**src/rtl/mem_port_arbiter_pkg.sv**
```systemverilog
// rtl/mem_port_arbiter_pkg.sv - shared widths, state and owner encodings for mem_port_arbiter
package mem_port_arbiter_pkg;

  localparam int ISIZE = 32;
  localparam int DSIZE = 32;

  typedef enum logic {
    MA_IDLE   = 1'b0,
    MA_ACCESS = 1'b1
  } ma_state_e;

  typedef enum logic {
    MA_OWN_IF = 1'b0,
    MA_OWN_DM = 1'b1
  } ma_owner_e;

endpackage

```
**src/rtl/mem_lat_timer.sv**
```systemverilog
// rtl/mem_lat_timer.sv - access cycle counter; done when the count reaches MEM_LAT
module mem_lat_timer #(
  parameter int MEM_LAT = 2
) (
  input  logic       clk,
  input  logic       rst,
  input  logic       start_i,
  input  logic       step_i,
  output logic [3:0] cnt_o,
  output logic       done_o
);

  logic [3:0] cnt_q;
  logic [3:0] cnt_d;

  always_comb begin
    cnt_d = cnt_q;
    if (start_i) begin
      cnt_d = 4'd0;
    end else if (step_i) begin
      cnt_d = cnt_q + 4'd1;
    end
  end

  always_ff @(posedge clk or negedge rst) begin
    if (!rst) begin
      cnt_q <= 4'd0;
    end else begin
      cnt_q <= cnt_d;
    end
  end

  assign cnt_o  = cnt_q;
  assign done_o = (cnt_q == MEM_LAT[3:0]);

endmodule

```
**src/rtl/mem_port_arbiter.sv**
```systemverilog
// rtl/mem_port_arbiter.sv - shares one single-port memory between fetch (IF) and data (DM) requesters
// Optional IF anti-starvation counter enabled by defining MEMARB_STARVE_EN.
module mem_port_arbiter
  import mem_port_arbiter_pkg::*;
#(
  parameter int MEM_LAT    = 2,
  parameter int STARVE_MAX = 4
) (
  input  logic             clk,
  input  logic             rst,
  input  logic             if_req,
  input  logic [ISIZE-1:0] if_addr,
  output logic             if_ready,
  output logic [DSIZE-1:0] if_rdata,
  input  logic             dm_req,
  input  logic             dm_we,
  input  logic [ISIZE-1:0] dm_addr,
  input  logic [DSIZE-1:0] dm_wdata,
  output logic             dm_ready,
  output logic [DSIZE-1:0] dm_rdata,
  output logic             mem_en,
  output logic             mem_wen,
  output logic [ISIZE-1:0] mem_addr,
  output logic [DSIZE-1:0] mem_wdata,
  input  logic [DSIZE-1:0] mem_rdata,
  output logic             stall_if,
  output logic             stall_mem,
  output logic             busy
);

  ma_state_e        state_q;
  ma_owner_e        owner_q;
  logic [ISIZE-1:0] addr_q;
  logic             we_q;
  logic [DSIZE-1:0] wdata_q;
  logic [3:0]       cnt;
  logic             cnt_done;
  logic             in_access;
  logic             first_beat;
  logic             done;
  logic             grant_dm;

  assign in_access  = (state_q == MA_ACCESS);
  assign first_beat = in_access && (cnt == 4'd0);
  // Writes finish on the strobe cycle; reads wait out the memory latency.
  assign done       = in_access && (we_q ? (cnt == 4'd0) : cnt_done);

  mem_lat_timer #(
    .MEM_LAT(MEM_LAT)
  ) u_timer (
    .clk    (clk),
    .rst    (rst),
    .start_i(!in_access),
    .step_i (in_access && !done),
    .cnt_o  (cnt),
    .done_o (cnt_done)
  );

`ifdef MEMARB_STARVE_EN
  logic [3:0] starve_q;
  logic [3:0] starve_d;

  assign grant_dm = dm_req && !(if_req && (starve_q == STARVE_MAX[3:0]));

  always_comb begin
    starve_d = starve_q;
    if (!in_access && (if_req || dm_req)) begin
      if (!grant_dm) begin
        starve_d = 4'd0;
      end else if (if_req) begin
        starve_d = starve_q + 4'd1;
      end
    end
  end

  always_ff @(posedge clk or negedge rst) begin
    if (!rst) begin
      starve_q <= 4'd0;
    end else begin
      starve_q <= starve_d;
    end
  end
`else
  assign grant_dm = dm_req;
`endif

  always_ff @(posedge clk or negedge rst) begin
    if (!rst) begin
      state_q <= MA_IDLE;
      owner_q <= MA_OWN_IF;
      addr_q  <= '0;
      we_q    <= 1'b0;
      wdata_q <= '0;
    end else begin
      case (state_q)
        MA_IDLE: begin
          if (if_req || dm_req) begin
            state_q <= MA_ACCESS;
            owner_q <= grant_dm ? MA_OWN_DM : MA_OWN_IF;
            addr_q  <= grant_dm ? dm_addr : if_addr;
            we_q    <= grant_dm && dm_we;
            wdata_q <= dm_wdata;
          end
        end
        default: begin
          if (done) begin
            state_q <= MA_IDLE;
          end
        end
      endcase
    end
  end

  assign mem_en    = first_beat;
  assign mem_wen   = first_beat && we_q;
  assign mem_addr  = addr_q;
  assign mem_wdata = wdata_q;

  assign if_ready  = done && (owner_q == MA_OWN_IF);
  assign dm_ready  = done && (owner_q == MA_OWN_DM);
  assign if_rdata  = if_ready ? mem_rdata : '0;
  assign dm_rdata  = (dm_ready && !we_q) ? mem_rdata : '0;

  assign stall_if  = if_req && !if_ready;
  assign stall_mem = dm_req && !dm_ready;
  assign busy      = in_access;

endmodule

```
**config.mk**
```make
export PLATFORM = sky130hd
export DESIGN_NAME = mem_port_arbiter
export DESIGN_NICKNAME = d
export VERILOG_FILES = /design/src/rtl/mem_port_arbiter_pkg.sv /design/src/rtl/mem_lat_timer.sv /design/src/rtl/mem_port_arbiter.sv
export SDC_FILE = /design/constraint.sdc
export NUM_CORES = 1
export LEC_CHECK = 0
export CORE_MARGIN = 10
export CORE_UTILIZATION = 38
export CTS_BUF_LIST = sky130_fd_sc_hd__clkbuf_4
export CTS_CLUSTER_DIAMETER = 200
export CTS_CLUSTER_SIZE = 28
export DETAILED_ROUTE_END_ITERATION = 16
export PLACE_DENSITY = 0.83
export RECOVER_POWER = 25
export SLEW_MARGIN = 20
export SYNTH_ARGS = -nofsm -noshare
export SYNTH_HDL_FRONTEND = slang
export SYNTH_HIERARCHICAL = 1
export SYNTH_SLANG_ARGS = --single-unit
export TNS_END_PERCENT = 30
```
**constraint.sdc**
```tcl
create_clock -name clk -period 2.6 [get_ports clk]
set_clock_uncertainty 0.1 [all_clocks]
set_input_delay 0.52 -clock clk [delete_from_list [all_inputs] [get_ports clk]]
set_output_delay 0.52 -clock clk [all_outputs]
set_load 0.03 [all_outputs]
```
== Yosys cells after proc, flatten, opt, wreduce, memory -nomap -nowiden ==
Index checks and enable logic that the tools add are counted.

* $add $sub $neg: 1
* Multiply operators: 0
* Div/mod/pow operators: 0
* Magnitude comparators: 0
* Equal/unequal tests: 2
* Shift operators: 0
* Muxes and demuxes: 10
* Bitwise gates (word level): 2
* Reductions and logical operators: 17

{| class="wikitable"
|+ Operators with widths
! operator !! count
|-
| 2-to-1 mux 32 bit || 3
|-
| logical AND 1 bit || 10
|-
| 2-to-1 mux 4 bit || 2
|-
| 2-to-1 mux 1 bit || 5
|-
| adder 4 x 1 -> 4 bit, second input constant || 1
|-
| equality test 4 x 2 -> 1 bit, second input constant || 1
|-
| zero test 1 bit || 4
|-
| zero test 4 bit || 1
|-
| != test 2 x 1 -> 1 bit, second input constant || 1
|-
| inverter 1 bit || 2
|-
| AND reduction 2 bit || 1
|-
| logical OR 1 bit || 1
|}

* Register bits: 71
* Bits in latches: 0
* RAM bits: 0
* Memory bits (read-only): 0
* Input port bits: 133
* Word-level logic and storage cells: 38
* Memories kept: 0

== Longest topological paths before layout ==
* Depth after elaboration: 7
* Depth in mapped cells: 7
* Gate-level depth less buffers: 7

== Hierarchy ==
The synthesis kept the hierarchy.

{| class="wikitable"
|+ By module, submodules not included
! module !! times used !! cells an instance !! area each (sq um) !! sequential area each (sq um)
|-
| mem_port_arbiter || 1 || 350 || 4,077.7 || 1,676.6
|-
| mem_lat_timer || 1 || 20 || 221.5 || 100.1
|}

== Worst setup path after synthesis ==
OpenSTA, ideal clock, no wires.

* Path kind: register to output
* Start: register u_timer.cnt_q[0] (netlist: u_timer/cnt_o[0])
* End: output port if_rdata[1]
* Data arrival time: 2.227 ns
* Slack: -0.247 ns
* Stages on the path, launching flop included: 7
* Path buffers: 1
* Cells stage by stage: dfrtp_1 > inv_1 > ha_1 > nor3b_1 > nand3b_1 > buf_1 > o32ai_1

* Cells in the longest elaborated chain, start to end: 5
* Elaborated cells between the ends (all ways): 6

{| class="wikitable"
|+ Ends and longest elaborated chain
! item !! RTL line !! text
|-
| start, declared || mem_lat_timer.sv:13 || <nowiki>logic [3:0] cnt_q;</nowiki>
|-
| start signal, assigned || mem_lat_timer.sv:29 || <nowiki>cnt_q <= cnt_d;</nowiki>
|-
| equality test 4 x 2 -> 1 bit || mem_lat_timer.sv:34 || <nowiki>assign done_o = (cnt_q == MEM_LAT[3:0]);</nowiki>
|-
| net cnt_done || mem_port_arbiter.sv:37 || <nowiki>logic cnt_done;</nowiki>
|-
| 2-to-1 mux 1 bit || mem_port_arbiter.sv:46 || <nowiki>assign done = in_access && (we_q ? (cnt == 4'd0) : cnt_done);</nowiki>
|-
| logical AND 1 bit || mem_port_arbiter.sv:46 ||
|-
| logical AND 1 bit || mem_port_arbiter.sv:119 || <nowiki>assign if_ready = done && (owner_q == MA_OWN_IF);</nowiki>
|-
| 2-to-1 mux 32 bit || mem_port_arbiter.sv:121 || <nowiki>assign if_rdata = if_ready ? mem_rdata : '0;</nowiki>
|-
| end, declared || mem_port_arbiter.sv:14 || <nowiki>output logic [DSIZE-1:0] if_rdata,</nowiki>
|}

The timed path passes the listed nets, and every way through them passes these cells.

== Worst setup path after layout ==
* Start: register u_timer.cnt_q[1] (netlist: u_timer/cnt_o[1])
* End: output port dm_ready

* Cells in the longest elaborated chain, start to end: 4
* Elaborated cells between the ends (all ways): 5

{| class="wikitable"
|+ Ends and longest elaborated chain
! item !! RTL line !! text
|-
| equality test 4 x 2 -> 1 bit || mem_lat_timer.sv:34 ||
|-
| net cnt_done || mem_port_arbiter.sv:37 ||
|-
| 2-to-1 mux 1 bit || mem_port_arbiter.sv:46 ||
|-
| logical AND 1 bit || mem_port_arbiter.sv:46 ||
|-
| logical AND 1 bit || mem_port_arbiter.sv:120 || <nowiki>assign dm_ready = done && (owner_q == MA_OWN_DM);</nowiki>
|-
| end, declared || mem_port_arbiter.sv:19 || <nowiki>output logic dm_ready,</nowiki>
|}

The timed path passes the listed nets, and every way through them passes these cells.

==> flow_summary_export.csv <==
group,metric,value,unit
outcome,outcome,"complete, but fails checks",
outcome,violations,"max-capacitance violations, max-slew violations, negative setup slack",
critical_path,r2r-end,"u_timer/cnt_o[3]",
clock_tree,htreeDepth,3,
clock_tree,postCtsHoldBufs,0,
floorplanning,die_x,126.4,µm
route,route.detailed.drc,0,
clock_tree,cts_tree,"built",
place,gp_congestion,1.021,
global_route,grt_max_degree,68,
critical_path,worstPathRequired,1980,ps
place,place_inst,756,
route,routed_wl,18730,µm
route,first_pass_iters,4,
global_route,first_global_vias,4637,
run,drv_cap,1,
final_layout,final_nets,777,
floorplanning,core,0.01094,mm²
floorplanning,rows,38,
route,ant_nets,0,
synthesis,netlist_top_cells_area,"dfrtp_1, mux2_2, o32ai_2",
floorplanning,die_h,126.4,µm
pwr,max-vdd-ir-drop,0.8135,mV
critical_path,crit_end,"dm_ready",
critical_path,reg2reg_slack,400,ps
sta,slew-limit-headroom,-0.07193,
sta,setup_slack,-270.2,ps
clock_tree,clock_sink_count,71,
sta,hold_viol,0,
sta,setup_violations,70,
sta,fmax,348.4,MHz
pwr,power_density,1037,mW/mm²
synthesis,synth.top_cell.area_share,0.4133,
synthesis,ys_types,36,
floorplanning,die_area,0.01597,mm²
critical_path,crit_chain,"ha_1 > nor3b_2 > buf_4 > buf_4 > nand4b_1 > buf_6 > buf_12 > o21ai_2 > buf_4 > buf_12",
route,viasPerCell,5.420,
critical_path,r2r_start,"u_timer/cnt_o[1]",
synthesis,ys_ff_latch,71,
final_layout,drive_gt1_frac,0.4405,
synthesis,yosys_warnings,6,
critical_path,crit_start,"u_timer/cnt_o[1]",
critical_path,critPathTopFamily,"buffers and inverters",
route,routedWlPerCell,23.77,µm
final_layout,final_cells,788,
final_layout,mostFrequentLayoutCell,"clkdlybuf4s50_1",
synthesis,synth_nets,505,
sta,slew_violations,31,
floorplanning,initial_core_util,0.3931,
critical_path,critPathBufInv,6,
synthesis,netlist_area,0.004299,mm²
critical_path,cp.depth,10,
synthesis,synthArstFlopShare,1.000,
final_layout,area_growth,86.82,%
pwr,power.switching,3846,µW
sta,rsz0062_at_grt,"yes",
clock_tree,clkLatencyLatePin,400,ps
clock_tree,numCtsBuffers,9,
critical_path,cp_slowest_cell,"dfrtp_1",
final_layout,fin_util,0.7344,
final_layout,final_cell_mix,"clkdlybuf4s50_1, mux2_2, dfrtp_1, buf_6",
synthesis,yosys.area.top_type,"dfrtp_1",
global_route,antenna_found_initial,1,
critical_path,crit_path_start_kind,"flop",
floorplanning,ioPinCount,268,
synthesis,netlist_instances,370,
sta,fin_crit,2870,ps
critical_path,cp_max_fo,5,
route,via_count,4271,
global_route,grtUsageTotal,0.2097,
synthesis,avgSynthCellArea,11.62,µm²
place,io_buffer_count,267,
pwr,seqPwrFrac,0.243,
hold_path,hp-class,"in -> async",
place,hpwl,13130,µm
pwr,p_leak,0.003239,µW
critical_path,critPathKind,"reg -> out",
synthesis,yosys_most_used_dff,"dfrtp_1",
critical_path,rr_worst_depth,9,
pwr,clock_power_share,0.082,
global_route,grt_pass1_wl,26850,µm
sta,fin_hold_ws,391.1,ps
critical_path,arrival,2250,ps
critical_path,cpPeakStageDelay,420,ps
synthesis,synth_edf_count,0,
pwr,p_comb_frac,0.675,
route,drt-initial-drc-count,274,
clock_tree,clk_pin_slew_worst_paths,110,ps
synthesis,synth-seq-area-share,0.4133,
pwr,switching_share,0.4618,
clock_tree,max-clock-path-buffers,2,
pwr,power.internal,4483,µW
critical_path,setup.worst_path.end_class,"output port",
critical_path,cpMostUsedCell,"buf_4",
sta,min_period_over_period,1.104,
clock_tree,cts_root_buf,"clkbuf_4",
global_route,overflow,0,
sta,tightestPinTransition,1608,ps
## Yosys cell counts, types with 2 or more instances
| master | number |
|---|---|
| nand3b_1 | 3 |
| dfrtp_1 | 71 |
| buf_2 | 12 |
| buf_1 | 5 |
| ha_1 | 2 |
| nor2_1 | 36 |
| o32ai_2 | 20 |
| buf_6 | 5 |
| o211a_1 | 2 |
| o21ai_0 | 2 |
| buf_4 | 3 |
| mux2_2 | 97 |
| clkbuf_1 | 11 |
| nand4b_1 | 33 |
| o32ai_1 | 12 |
| nor2b_1 | 2 |
| inv_1 | 34 |
| a21oi_1 | 2 |
## worst min path at each step
stage                   from       endpoint  slack, ps  depth (start not counted)
5_1_grt        mem_wdata[19]  mem_wdata[19]        430                          1
3_3_place_gp   mem_wdata[21]  mem_wdata[21]        390                          1
4_1_cts                  rst  mem_wdata[25]         40                          1
2_1_floorplan            rst           busy        120                          0
3_5_place_dp   mem_wdata[11]  mem_wdata[11]        390                          1
6_report                 rst  mem_wdata[25]        390                          1
## metal layers
metal	up-vias	GRT usage	wire length (µm)
met1	2079	0.2084	6303
li1	1903	-	-
met2	248	0.3563	9204
met5	-	0	0
met3	41	0.1200	2542
met4	0	0.07971	679
## kinds of logic after synthesis
family | after synthesis | synth area share
adder cells (fa/ha/maj) | 2 | 0.005820
AND/OR/NAND/NOR | 85 | 0.1254
AO/OA/AOI/OAI | 43 | 0.1199
flip-flops | 71 | 0.4133
buffers and inverters | 70 | 0.07596
multiplexers | 98 | 0.2576
XOR/XNOR | 1 | 0.002038
## sequential cells by signal (all words and copies together) (netlist names)
register	count
owner_q	1
u_timer/cnt_o	4
we_q	1
mem_wdata	32
mem_addr	32
busy	1
## final cells by class
type	instances	area, µm²
repair buffers	297	3163
fillers	713	2904
well taps	140	175.2
inverters	34	127.6
clock buffers	9	67.56
diodes	1	2.502
flip-flops and latches	71	1780
clock inverters	7	63.81
multi-input cells	229	2651
## through the flow
| stage | cell area (µm²) | worst slack, ps | power, µW | TNS (ps) |
|---|---|---|---|---|
| finish | 8031 | -270.2 | 8329 | -12140 |
| global route | 8031 | -408.1 | 8752 | -25590 |
| CTS | 7599 | -278.1 | 8165 | -13520 |
| detailed placement | 7019 | 73.73 | 7085 | 0 |
| global placement | 7019 | 104.4 | 7007 | 0 |
| floorplan | 4307 | -247.0 | 5048 | -1801 |
## power by group through the flow
stage | sequential (µW) | clock, µW | combinational (µW)
3_5_place_dp | 2040 | 0 | 5050
5_1_grt | 2110 | 748 | 5900
6_report | 2030 | 679 | 5620
3_3_place_gp | 2000 | 0 | 5000
2_1_floorplan | 2990 | 0 | 2050
4_1_cts | 2020 | 700 | 5440
## what timing repair did
| action | 4_1_cts | 5_1_grt |
|---|---|---|
| endpoints found under the setup margin | 70 | 71 |
| hold endpoints to repair | 0 | 0 |
| setup buffers | 5 | 3 |
| pin swaps | 3 | 2 |
| gates cloned | 4 | 3 |
| gates resized for setup | 76 | 77 |
Power figures use the tool's default switching activity.
==> RTL edit 1 (same flow settings) <==
Change the package constant `DSIZE` from 32 to 16.
--- a/src/rtl/mem_port_arbiter_pkg.sv
+++ b/src/rtl/mem_port_arbiter_pkg.sv
@@ -2,7 +2,7 @@
 package mem_port_arbiter_pkg;
 
   localparam int ISIZE = 32;
-  localparam int DSIZE = 32;
+  localparam int DSIZE = 16;
 
   typedef enum logic {
     MA_IDLE   = 1'b0,
Interface: changed (5 resized); port bits go from 268 to 188. No check against the original RTL was run, so the function may have changed too.
==> RTL edit 1 against the original RTL <==
  * The flow finishes with violations (setup timing)
  * Maximum frequency is 8.5% higher
  * Sequential cell count is 16 lower
  * Worst setup slack better by 220 ps
  * Area after synthesis is 28% lower
  * Routed wire length is 44% lower
  * Power is 33% lower
  * Combinational power is 33% lower
  * Die area is 24% lower
  * Register-to-register slack worse by 20 ps
  * Critical path depth is 4 lower
  * Clock power is 44% lower
  * Cell area is 34% lower
  * Synthesized cell count is 29% lower
  * Critical endpoint is now stall_if
  * Highest routed layer unchanged
==> RTL edit 1: results (changes against the original RTL) <==
synth_compound_area_share_pct: 7.26  # was 12.0%
synth_nets: 364  # was 505
clk_latency_ps: 370  # was 400 ps
layout.nets: 553  # was 777
clockBufferDepth: 2  # unchanged
postCtsSetupBuffers: 1  # was 5
setup_viol: 14  # was 70
critPathSlowestCell: "or4bb_1"  # was dfrtp_1
worst_slack_ps: -45.7  # was -270 ps
gp_congestion: 0.874  # was 1.02
grt_util_met1_pct: 17.1  # was 20.8%
globalRouteMet3Util_pct: 11.1  # was 12.0%
worst_ep_arrival_time_ps: 2030  # was 2250 ps
ys_top_cells_by_area: "dfrtp_1, mux2_2, nand4b_1"  # was dfrtp_1, mux2_2, o32ai_2
violations: "setup timing"  # was capacitance limit, slew limit, setup timing
grt_use_total_pct: 16.5  # was 21.0%
synth-xor-area-share_pct: 0.282  # was 0.204%
dp_slack_ps: -18.7  # was 73.7 ps
drive_above_1_share_pct: 37.7  # was 44.0%
status: "complete, but fails checks"  # unchanged
p_leak_nw: 2.22  # was 3.24 nW
cts.clk_slew.worst_paths_ps: 160  # was 110 ps
viasPerCell: 5.12  # was 5.42
reg2reg_from: "u_timer/cnt_o[0]"  # was u_timer/cnt_o[1]
use_met2_pct: 26.8  # was 35.6%
cp_max_fo: 2  # was 5
port_buffers: 187  # was 267
grt_pass1_vias: 3060  # was 4637
vdd_drop_max_mv: 0.579  # was 0.814 mV
synth_mux_area_share_pct: 29.9  # was 25.8%
detail_route.iter0.violations: 99  # was 274
ff2ff_setup_slack_ps: 380  # was 400 ps
r2r_cells: 8  # was 9
grt_pass1_wl_um: 15700  # was 26900 µm
ctsResizeCount: 25  # was 76
numCtsBuffers: 5  # was 9
relSlewSlack_pct: 8.57  # was -7.19%
placedInstanceArea_um2: 5040  # was 7020 µm²
grt_max_degree: 52  # was 68
synth_common_cells: "mux2_2, dfrtp_1, nor2_1, inv_1, nand4b_1"  # unchanged
yosysSeqAreaShare_pct: 44.4  # was 41.3%
hold_class: "in2async"  # unchanged
wire_per_inst_um: 19.1  # was 23.8 µm
yosys.area_share.adder_pct: 0.807  # was 0.582%
ant_nets: 0  # unchanged
hpwl_um: 8400  # was 13100 µm
cpPeakStageDelay_ps: 440  # was 420 ps
critPathTopFamily: "simple AND/OR/NAND/NOR gates"  # was buffers and inverters
htreeDepth: 2  # was 3
[RTL edit 1: cell types whose count changed in the layout (fill, tap and decap cells not counted), sizes merged, moves of 3 or more]
cell	change
buf	-43
clkbuf	-4
clkdlybuf4s50	-48
clkinv	-3
dfrtp	-16
inv	-16
mux2	-16
nand4b	-16
nor2	-17
o32ai	-16
[RTL edit 1: how the worst max path moves through the flow]
stage | startpoint | endpoint | slack, ps
finish | u_timer/cnt_o[0] | stall_if | -50
global route | u_timer/cnt_o[0] | if_rdata[12] | -190
CTS | u_timer/cnt_o[0] | if_rdata[1] | -90
detailed placement | u_timer/cnt_o[0] | stall_if | -20
global placement | u_timer/cnt_o[0] | stall_if | 20
floorplan | u_timer/cnt_o[0] | if_rdata[10] | -170
[RTL edit 1: per-stage QoR]
step	hold WS [ps]	setup TNS [ps]	cells
3_3_place_gp	375	0	544
6_report	318	-243	554
3_5_place_dp	395	-18.7	544
4_1_cts	48.7	-1040	553
2_1_floorplan	124	-1700	261
5_1_grt	439	-4350	554
[RTL edit 1: metal layers]
metal / vias to the layer above / wire length [µm] / part of all wire [%]
met5: - / 0 / 0
met4: 0 / 99 / 0.94
met3: 8 / 1780 / 17
met2: 156 / 4980 / 47
met1: 1350 / 3710 / 35
li1: 1325 / - / -
[RTL edit 1: report_power, final]
part | leakage [nW] | switching, W | internal, W
Combinational | 1.54 | 0.00203 | 0.00171
Clock | 0.0333 | 0.000262 | 0.000116
Sequential | 0.651 | 0.000214 | 0.00127
[RTL edit 1: layout make-up]
cell class / instances / area (µm²)
multi-input cells: 165 / 1690
flip-flops and latches: 55 / 1380
repair buffers: 205 / 1980
inverters: 18 / 67.6
fillers: 592 / 2550
clock buffers: 6 / 45.0
clock inverters: 2 / 12.5
diodes: 1 / 2.50
well taps: 102 / 128
==> RTL edit 2 (config.mk and constraints unchanged) <==
Without the edit above. Add a define of `MEMARB_STARVE_EN`.
--- a/src/rtl/mem_port_arbiter.sv
+++ b/src/rtl/mem_port_arbiter.sv
@@ -1,5 +1,7 @@
 // rtl/mem_port_arbiter.sv - shares one single-port memory between fetch (IF) and data (DM) requesters
 // Optional IF anti-starvation counter enabled by defining MEMARB_STARVE_EN.
+`define MEMARB_STARVE_EN
+
 module mem_port_arbiter
   import mem_port_arbiter_pkg::*;
 #(
Function: same outputs for any inputs over 4 cycles, from zero or initial values and one cycle with rst low; that may be too few to reach the edited logic, so the function may still have changed.
==> RTL edit 2 against the original RTL <==
  * Cell area is 11% lower
  * Highest routed layer unchanged
  * Sequential power is 3% higher
  * Die area is 4.7% lower
  * Sequential cell count is 4 higher
  * Area after synthesis is 5.6% lower
  * Register-to-register slack better by 30 ps
  * Critical path type unchanged
  * Core utilization is 4.5 points lower
  * Power is 6.9% lower
  * Count of clock-buffer cells in the layout stayed put
  * Critical path depth is 5 lower
  * Largest power group unchanged
  * Worst setup slack better by 170 ps
  * The flow finishes with violations (setup timing)
  * Routed wire length is 11% lower
  * Combinational power is 12% lower
==> RTL edit 2: results (changes against the original RTL) <==
antennaDiodeCount: 0  # was 1
worst_slack_ps: -104  # was -270 ps
syn_avg_cell_area_um2: 8.75  # was 11.6 µm²
place_inst: 840  # was 756
relSlewSlack_pct: 23.9  # was -7.19%
gp_congestion: 0.914  # was 1.02
status: "complete, but fails checks"  # unchanged
synth-xor-area-share_pct: 0.216  # was 0.204%
hpwl_um: 12500  # was 13100 µm
yosysSeqAreaShare_pct: 46.2  # was 41.3%
routed_wirelength_um: 16700  # was 18700 µm
synth_common_cells: "nand2_1, dfrtp_1, nor2_1, o21ai_0"  # was mux2_2, dfrtp_1, nor2_1, inv_1, nand4b_1
setup_viol: 68  # was 70
ys_top_cells_by_area: "dfrtp_1, nand2_1, nor3b_2"  # was dfrtp_1, mux2_2, o32ai_2
grt_pass1_wl_um: 24700  # was 26900 µm
antenna_found_initial: 0  # was 1
violations: "setup timing"  # was capacitance limit, slew limit, setup timing
fillCellCount: 785  # was 713
detail_route.iter0.violations: 180  # was 274
grt_max_degree: 67  # was 68
tns_ps: -4040  # was -12140 ps
dp_slack_ps: 88.5  # was 73.7 ps
synth_mux_area_share_pct: 1.20  # was 25.8%
synth_nets: 601  # was 505
cap_viol_max_count: 0  # was 1
synth_compound_area_share_pct: 15.0  # was 12.0%
==> RTL edit 2: how the worst max path moves through the flow <==
stage	end	slack [ps]	cells after the start
after detailed placement	stall_if	90	6
after CTS	dm_rdata[10]	-120	6
final	if_rdata[19]	-100	5
after floorplan	if_rdata[10]	60	6
after global routing	dm_rdata[1]	-210	6
after global placement	stall_if	130	6
==> RTL edit 2: critical path, stage by stage, from the launching register on <==
cell and delay, ps:
dfrtp_2 490, nor4_4 370, mux2i_4 170, buf_12 190, nor3b_2 210, buf_4 190
==> RTL edit 2: logic make-up (layout without fill, tap and decap cells) <==
kind of cell | after synthesis | count (layout)
simple gates | 226 | 226
mux | 4 | 4
flops | 75 | 75
compound gates | 109 | 109
xor+xnor | 1 | 1
fa+ha+maj | 4 | 4
buf+inv | 45 | 306
==> RTL edit 2: repair_timing <==
action,CTS,global route
buffers inserted,4,0
pin swaps,2,7
hold buffers,1,0
cloned,0,0
resized for setup,50,17
endpoints found under the setup margin,70,70
hold endpoints to repair,44,0
==> RTL edit 2: where the power goes <==
group	switching, W	internal [W]
logic	0.00293	0.00201
clock network	0.000441	0.000290
registers	0.000369	0.00172
total	0.00374	0.00401
==> RTL edit 2: cell type report <==
cell class	count	area [µm²]	area share, %
inverter	5	18.8	0.262
timing repair buffer	285	2870	40.2
clock inverter	7	67.6	0.945
multi-input combinational	344	2070	29.0
sequential	75	1880	26.3
clock buffer	9	67.6	0.945
tap	136	170	2.38
==> RTL edit 2: stage by stage <==
stage	hold WS, ps	utilization [%]
3_5_place_dp	364	65.2
6_report	388	69.0
5_1_grt	417	69.0
3_3_place_gp	358	65.2
2_1_floorplan	124	-
4_1_cts	394	68.5
==> RTL edit 2: routing by layer <==
layer,vias to the layer above,global-route usage (%),routed length [µm]
met3,21,7.02,1850
met2,208,37.2,8590
met1,2099,21.7,5930
li1,2077,-,-
met5,-,0,0
met4,0,8.01,334
